## config.mk

```make
export PLATFORM = sky130hd
export DESIGN_NAME = rect_fill_writer_flat
export DESIGN_NICKNAME = d
export VERILOG_FILES = /design/src/rtl/rect_fill_writer_if.sv /design/src/rtl/rect_fill_writer.sv /design/src/flat_wrapper.sv
export SDC_FILE = /design/constraint.sdc
export NUM_CORES = 1
export LEC_CHECK = 0
export ABC_CLOCK_PERIOD_IN_PS = 8250
export BUFFER_PORTS_ARGS = -buffer_cell sky130_fd_sc_hd__buf_2
export CORE_MARGIN = 8
export CORE_UTILIZATION = 45
export CTS_CLUSTER_SIZE = 24
export DETAILED_ROUTE_END_ITERATION = 16
export GPL_TIMING_DRIVEN = 0
export PLACE_DENSITY = 0.68
export SLEW_MARGIN = 5
export SYNTH_ARGS = -nofsm -noshare
export SYNTH_HDL_FRONTEND = slang
export SYNTH_SLANG_ARGS = --single-unit
```

## constraint.sdc

```tcl
create_clock -name clk -period 8.25 [get_ports clk]
set_clock_uncertainty 0.15 [all_clocks]
set_input_delay 0.4125 -clock clk [delete_from_list [all_inputs] [get_ports clk]]
set_output_delay 0.4125 -clock clk [all_outputs]
set_load 0.05 [all_outputs]
```

## src/rtl/rect_fill_writer_if.sv

```systemverilog
// rect_fill_writer_if: command handshake plus framebuffer write port.
// master drives cmd_* and fb_ready; slave is the fill engine.
interface rect_fill_writer_if #(
  parameter int COORD_W = 8
);
  logic               cmd_valid;
  logic               cmd_ready;
  logic [COORD_W-1:0] cmd_x;
  logic [COORD_W-1:0] cmd_y;
  logic [COORD_W-1:0] cmd_w;
  logic [COORD_W-1:0] cmd_h;
  logic [7:0]         cmd_color;
  logic               fb_ready;
  logic               write;
  logic [COORD_W-1:0] x_data;
  logic [COORD_W-1:0] y_data;
  logic [7:0]         color;
  logic               busy;
  logic               done;

  modport master (
    output cmd_valid, cmd_x, cmd_y,
    output cmd_w, cmd_h, cmd_color,
    output fb_ready,
    input  cmd_ready, write, x_data,
    input  y_data, color, busy, done
  );

  modport slave (
    input  cmd_valid, cmd_x, cmd_y,
    input  cmd_w, cmd_h, cmd_color,
    input  fb_ready,
    output cmd_ready, write, x_data,
    output y_data, color, busy, done
  );
endinterface

```

## src/rtl/rect_fill_writer.sv

```systemverilog
// rect_fill_writer: fills a rectangle in the 160x120 RGB332 framebuffer,
// one pixel write per accepted cycle, row-major.
// Ports: clk, rst (async, active-high), bus (slave): cmd_valid/ready,
// cmd_x/y/w/h/color in; fb_ready in; write, x_data, y_data, color,
// busy, done out. Define CLIP_EN to clip to SCREEN_W x SCREEN_H.
module rect_fill_writer #(
  parameter int SCREEN_W = 160,
  parameter int SCREEN_H = 120,
  parameter int COORD_W  = 8
) (
  input  logic clk,
  input  logic rst,
  rect_fill_writer_if.slave bus
);
  localparam logic [COORD_W-1:0] ONE =
    {{(COORD_W-1){1'b0}}, 1'b1};

  typedef enum logic {IDLE, FILL} state_t;

  state_t state, state_nxt;

  logic [COORD_W-1:0] w_eff, h_eff;
  logic [COORD_W-1:0] x_q, y_q;
  logic [7:0]         c_q;
  logic [COORD_W-1:0] x0_q, wm1_q;
  logic [COORD_W-1:0] col_q, row_q;
  logic               done_q;
  logic               accept, empty;
  logic               step, last;

`ifdef CLIP_EN
  localparam int CW = COORD_W + 1;
  localparam logic [CW-1:0] SW = CW'(SCREEN_W);
  localparam logic [CW-1:0] SH = CW'(SCREEN_H);

  logic [CW-1:0] x_ext, y_ext;
  logic [CW-1:0] w_ext, h_ext;
  logic [CW-1:0] w_room, h_room;

  // One extra bit so SCREEN - origin cannot wrap.
  always_comb begin
    x_ext  = {1'b0, bus.cmd_x};
    y_ext  = {1'b0, bus.cmd_y};
    w_ext  = {1'b0, bus.cmd_w};
    h_ext  = {1'b0, bus.cmd_h};
    w_room = SW - x_ext;
    h_room = SH - y_ext;
    w_eff  = bus.cmd_w;
    h_eff  = bus.cmd_h;
    if (x_ext >= SW || y_ext >= SH) begin
      w_eff = '0;
      h_eff = '0;
    end else begin
      if (w_ext > w_room)
        w_eff = w_room[COORD_W-1:0];
      if (h_ext > h_room)
        h_eff = h_room[COORD_W-1:0];
    end
  end
`else
  assign w_eff = bus.cmd_w;
  assign h_eff = bus.cmd_h;
`endif

  assign accept = bus.cmd_valid && (state == IDLE);
  assign empty  = (w_eff == '0) || (h_eff == '0);
  assign step   = (state == FILL) && bus.fb_ready;
  assign last   = step && (col_q == '0)
                       && (row_q == '0);

  always_ff @(posedge clk or posedge rst) begin
    if (rst) state <= IDLE;
    else     state <= state_nxt;
  end

  always_comb begin
    state_nxt = state;
    unique case (state)
      IDLE: if (accept && !empty) state_nxt = FILL;
      FILL: if (last)             state_nxt = IDLE;
      default:                    state_nxt = IDLE;
    endcase
  end

  // col_q/row_q count pixels left in the row and rows left.
  always_ff @(posedge clk or posedge rst) begin
    if (rst) begin
      x_q    <= '0;
      y_q    <= '0;
      c_q    <= '0;
      x0_q   <= '0;
      wm1_q  <= '0;
      col_q  <= '0;
      row_q  <= '0;
      done_q <= 1'b0;
    end else begin
      done_q <= (accept && empty) || last;
      if (accept && !empty) begin
        x_q   <= bus.cmd_x;
        y_q   <= bus.cmd_y;
        c_q   <= bus.cmd_color;
        x0_q  <= bus.cmd_x;
        wm1_q <= w_eff - ONE;
        col_q <= w_eff - ONE;
        row_q <= h_eff - ONE;
      end else if (step) begin
        if (col_q != '0) begin
          x_q   <= x_q + ONE;
          col_q <= col_q - ONE;
        end else if (row_q != '0) begin
          x_q   <= x0_q;
          y_q   <= y_q + ONE;
          col_q <= wm1_q;
          row_q <= row_q - ONE;
        end
      end
    end
  end

  assign bus.cmd_ready = (state == IDLE);
  assign bus.write     = (state == FILL);
  assign bus.busy      = (state == FILL);
  assign bus.done      = done_q;
  assign bus.x_data    = x_q;
  assign bus.y_data    = y_q;
  assign bus.color     = c_q;
endmodule
```

## src/flat_wrapper.sv

```systemverilog
// flat-port wrapper written by rule: the top's interface ports become plain ports
module rect_fill_writer_flat 
#(
  parameter int SCREEN_W = 160,
  parameter int SCREEN_H = 120,
  parameter int COORD_W  = 8
)
  (clk, rst, bus_cmd_valid, bus_cmd_x, bus_cmd_y, bus_cmd_w, bus_cmd_h, bus_cmd_color, bus_fb_ready, bus_cmd_ready, bus_write, bus_x_data, bus_y_data, bus_color, bus_busy, bus_done);
  rect_fill_writer_if #(.COORD_W(COORD_W)) bus_i ();
  input  logic clk;
  input  logic rst;
  input wire logic [$bits(bus_i.cmd_valid)-1:0] bus_cmd_valid;
  input wire logic [$bits(bus_i.cmd_x)-1:0] bus_cmd_x;
  input wire logic [$bits(bus_i.cmd_y)-1:0] bus_cmd_y;
  input wire logic [$bits(bus_i.cmd_w)-1:0] bus_cmd_w;
  input wire logic [$bits(bus_i.cmd_h)-1:0] bus_cmd_h;
  input wire logic [$bits(bus_i.cmd_color)-1:0] bus_cmd_color;
  input wire logic [$bits(bus_i.fb_ready)-1:0] bus_fb_ready;
  output wire logic [$bits(bus_i.cmd_ready)-1:0] bus_cmd_ready;
  output wire logic [$bits(bus_i.write)-1:0] bus_write;
  output wire logic [$bits(bus_i.x_data)-1:0] bus_x_data;
  output wire logic [$bits(bus_i.y_data)-1:0] bus_y_data;
  output wire logic [$bits(bus_i.color)-1:0] bus_color;
  output wire logic [$bits(bus_i.busy)-1:0] bus_busy;
  output wire logic [$bits(bus_i.done)-1:0] bus_done;
  assign bus_i.cmd_valid = bus_cmd_valid;
  assign bus_i.cmd_x = bus_cmd_x;
  assign bus_i.cmd_y = bus_cmd_y;
  assign bus_i.cmd_w = bus_cmd_w;
  assign bus_i.cmd_h = bus_cmd_h;
  assign bus_i.cmd_color = bus_cmd_color;
  assign bus_i.fb_ready = bus_fb_ready;
  assign bus_cmd_ready = bus_i.cmd_ready;
  assign bus_write = bus_i.write;
  assign bus_x_data = bus_i.x_data;
  assign bus_y_data = bus_i.y_data;
  assign bus_color = bus_i.color;
  assign bus_busy = bus_i.busy;
  assign bus_done = bus_i.done;
  rect_fill_writer #(.SCREEN_W(SCREEN_W), .SCREEN_H(SCREEN_H), .COORD_W(COORD_W)) u_core (.clk(clk), .rst(rst), .bus(bus_i));
endmodule
```

After elaboration in Yosys (flattened, before gate mapping)
Index checks and enable logic that the tools add are counted.

cells by class
  shifts and indexed selects = 0
  add/subtract/negate cells = 6
  div/mod/pow operators = 0
  multipliers = 0
  $lt $le $gt $ge = 0
  muxes and demuxes = 19
  reduce and logical (&&, ||, !) cells = 20
  bitwise logic cells = 1
  eq/ne operators = 1

operators with widths
  kind                 number
  $mux 8               16
  $logic_not 8->1      4
  $sub 8x1->8 const B  4
  $add 8x1->8 const B  2
  $reduce_bool 8->1    2
  $logic_and 1x1->1    6
  $reduce_bool 2->1    2
  $reduce_and 3->1     1
  $reduce_bool 3->1    1
  $logic_or 1x1->1     2
  $mux 1               2
  $ne 2x1->1 const B   1
  $pmux 1 s2           1
  $reduce_and 2->1     1
  $logic_not 1->1      1
  $not 1->1            1

word-level totals
  memories = 0
  bits in writable memories = 0
  ROM bits = 0
  register bits = 58
  latch bits = 0

Longest topological paths before layout
  depth after elaboration = 6
  depth in mapped cells = 12
  mapped depth without buffers = 11

Worst setup path after synthesis
Ideal clock, no wire load.

  kind = input to register
  from = input port bus_cmd_w[3]
  to = register u_core.row_q[4]
  cell stages on the path = 10
  data arrival time = 2.777 ns
  data required time = 7.967 ns
  slack = 5.190 ns
  library setup time = 0.133 ns
  cells stage by stage = or4_4 o31ai_4 nor2_4 buf_2 mux2i_1 ha_1 or3b_2 a32o_1 nand2_1 o211ai_1

on the way
  cells in the longest elaborated chain, start to end = 6

ends and longest elaborated chain
  what                                                                     RTL line                 text
  start: declaration                                                       flat_wrapper.sv:15       input wire logic [$bits(bus_i.cmd_w)-1:0] bus_cmd_w;
  $logic_not 8->1 *                                                        rect_fill_writer.sv:66   assign empty = (w_eff == '0) || (h_eff == '0);
  $logic_or 1x1->1 *                                                       rect_fill_writer.sv:66
  $logic_not 1->1 *                                                        rect_fill_writer.sv:98   if (accept && !empty) begin
  $logic_and 1x1->1 *                                                      rect_fill_writer.sv:98
  $ne 2x1->1 (no source line) / $reduce_bool 2->1 (equally long branches)  -
  $reduce_and 3->1 (no source line)                                        -
  end signal: assignment                                                   rect_fill_writer.sv:105  row_q <= h_eff - ONE;
  end signal: assignment                                                   rect_fill_writer.sv:114  row_q <= row_q - ONE;
  end: declaration                                                         rect_fill_writer.sv:26   logic [COORD_W-1:0] col_q, row_q;

Mark *: on every way between the ends. The rest lies on a longest branch, timed or not.
A chain may end at the register's enable or synchronous reset.

Final worst setup path
Same ends and word-level chain as after synthesis.

==> metrics.cfg <==
[outcome]
status=completed

[synthesis]
synth_edf_count=0
synthCells=366
synthTopCellsByArea=dfrtp_1 (44%), nand2_1 (10%), xor2_1 (5.3%)
synth-seq-cells=58
syn_area_mm2=0.00330
synth_cell_types=59
yosys.area.top_type=dfrtp_1
synth_top_area_share_pct=43.9
synth_nets=415
ys_seq_area_share_pct=43.9
avgSynthCellArea_um2=9.03
synthFlopType=dfrtp_1
ys_async_sr_fraction_pct=100
ys_warn_count=0

[sta]
period_share_pct=38.4
fmax_mhz=316
layout_min_cycle_time_ps=3160
drv_slew=0
worst_slew_pin_slew_ps=708
rsz0062_at_grt=false
hold_viol_final=0
relSlewSlack_pct=52.4
tns_ps=0
setup_viol=0

[drt]
wl_per_cell_um=15.8
met1_length_um=3920
ant_nets=0
vias=2881
top_layer_used=met4
first_iter_violations=126
finalWirelength_um=8730
drc=0
wl_met2_um=4150
viasPerCell=5.20
dr.pass1.iters=4
wl_met3_um=515

[clock_tree]
htreeDepth=3
clock-root-buffer=clkbuf_8
postCtsSetupBuffers=0
clock-sinks=58
path_clk_slew_ps=80
cts_tree=done
clockBufferDepth=2
clk_latency_ps=340
cts_made_buffers=9

[placed_design]
io_buffers=71
gp_congestion=0.850
dp_hpwl_um=6460

[global_routing]
grt_usage_pct=17.9
grt_start_max_net_pins=40
grt_pass1_vias=2886
grt_overflow_total=0
grt_pass1_wl_um=14300
antenna_found_initial=0

[final_layout]
final_net_count=499
n_antenna_cell=0
final_core_util_pct=56.3
drive_gt1_share_pct=26.6
final_common_cell=nand2_1
multi_input_area_mm2=0.00172
ff_latch_area_mm2=0.00145
nFillCells=663
area_growth_pct=22.3
final_cell_mix=nand2_1 (89), buf_2 (75), dfrtp_1 (58)

[critical_path]
crit_fanout=10
crit_path_start_kind=primary input
required_ps=8320
end_kind=flop
cp.arrival_ps=3230
critical_path_class=primary input to flop

[floorplan]
ios=72
die_h_um=102
fp.dieArea_mm2=0.0103
core_mm2=0.00718
placementRows=31
dieWidth_um=102
initial_utilization_pct=46.0

[power]
p_seq_share_pct=37.4
peakVddDrop_v=0.000133
p_leak_nw=1.89
p_per_area_mw_per_mm2=335
p_sw_w=0.000593
clockPowerShare_pct=22.1
power.internal_w=0.000760
comb_power_share_pct=40.4
switching_share_pct=43.8

[min_path]
hp-class=primary input to flop

[run]
max-cap-violations=0

through the flow:
step	instances	hold slack (ps)	total power, W	worst slack [ps]	cell area [µm²]
after floorplan	366	295	0.000913	5190	3300
after global placement	536	305	0.00104	4800	3780
after detailed placement	537	304	0.00106	4750	3800
after CTS	554	86.8	0.00136	5100	4040
after global routing	554	96.4	0.00143	4950	4040
final	554	95.9	0.00135	5090	4040
critical path: stages:
cell and delay [ps]:
buf_2 130, or4_4 590, o31ai_4 380, nor2_4 120, buf_2 230, mux2i_1 200
ha_1 350, or3b_2 470, a32o_1 210, nand2_1 60, o211ai_1 80
kinds of logic after synthesis:
group                      Yosys count  synth area share (%)
adders and majority gates            5                  1.89
muxes                                6                  1.86
DFF                                 58                  43.9
AOI/OAI and AO/OA                   74                  16.0
and+or+nand+nor                    173                  25.0
xor gates and xnor gates            28                  7.42
buffers and inverters               22                  3.90
synth_stat cells (3+ instances only):
| library cell | count |
|---|---|
| nand2_1 | 89 |
| dfrtp_1 | 58 |
| nor2_1 | 33 |
| xor2_1 | 20 |
| o21ai_0 | 18 |
| a21oi_1 | 12 |
| nand3_1 | 8 |
| nor3_1 | 8 |
| xnor2_1 | 8 |
| inv_1 | 7 |
| o211ai_1 | 6 |
| o21ai_1 | 6 |
| ha_1 | 5 |
| mux2i_1 | 5 |
| a31oi_1 | 4 |
| buf_2 | 4 |
| buf_6 | 4 |
| clkbuf_1 | 4 |
| or3_1 | 4 |
| a211oi_1 | 3 |
| buf_4 | 3 |
| nand4_1 | 3 |
| nor2b_1 | 3 |
worst paths after layout:
check	start	endpoint	slack, ps	cells past startpoint
max reg2reg	u_core.bus.busy	u_core.row_q[4]	5170	10
max in group asynchronous	rst	u_core.col_q[7]	6910	4
min reg2reg	u_core.bus.color[6]	u_core.bus.color[6]	320	2
min in group asynchronous	rst	u_core.bus.color[2]	460	3
min	bus_cmd_color[5]	u_core.bus.color[5]	100	3
max	bus_cmd_w[3]	u_core.row_q[4]	5090	11
state kept, by name, indices dropped and copies added, names as in the netlist:
register           flops
u_core.row_q           8
u_core.col_q           8
u_core.bus.busy        1
u_core.bus.color       8
u_core.x0_q            8
u_core.wm1_q           8
u_core.bus.y_data      8
u_core.bus.done        1
u_core.bus.x_data      8
cell type report:
class / count / share of cell area (%)
flip-flops and latches: 58 / 35.9
clock buffers: 9 / 3.07
plain buffers: 15 / 2.54
repair buffers: 73 / 9.54
well taps: 99 / 3.07
inverters: 7 / 0.651
multi-input cells: 286 / 42.7
clock inverters: 7 / 2.54
repair_timing:
item / in CTS / in global routing
hold buffers: 1 / 0
hold endpoints to repair: 19 / 0
gates resized for setup: 0 / 0
power by group through the flow:
| stage | registers (W) | clock network [W] | logic [W] |
|---|---|---|---|
| 4_1_cts | 0.000504 | 0.000304 | 0.000551 |
| 5_1_grt | 0.000522 | 0.000316 | 0.000594 |
| 3_3_place_gp | 0.000504 | 0 | 0.000535 |
| 2_1_floorplan | 0.000657 | 0 | 0.000256 |
| 3_5_place_dp | 0.000507 | 0 | 0.000549 |
| 6_report | 0.000507 | 0.000300 | 0.000547 |
routing by layer:
layer  GRT usage, %  up-vias
met5              0        -
met3           3.92       12
met1           23.1     1355
li1               -     1435
met2           27.7       79
met4           8.36        0
Power figures use the tool's default switching activity.
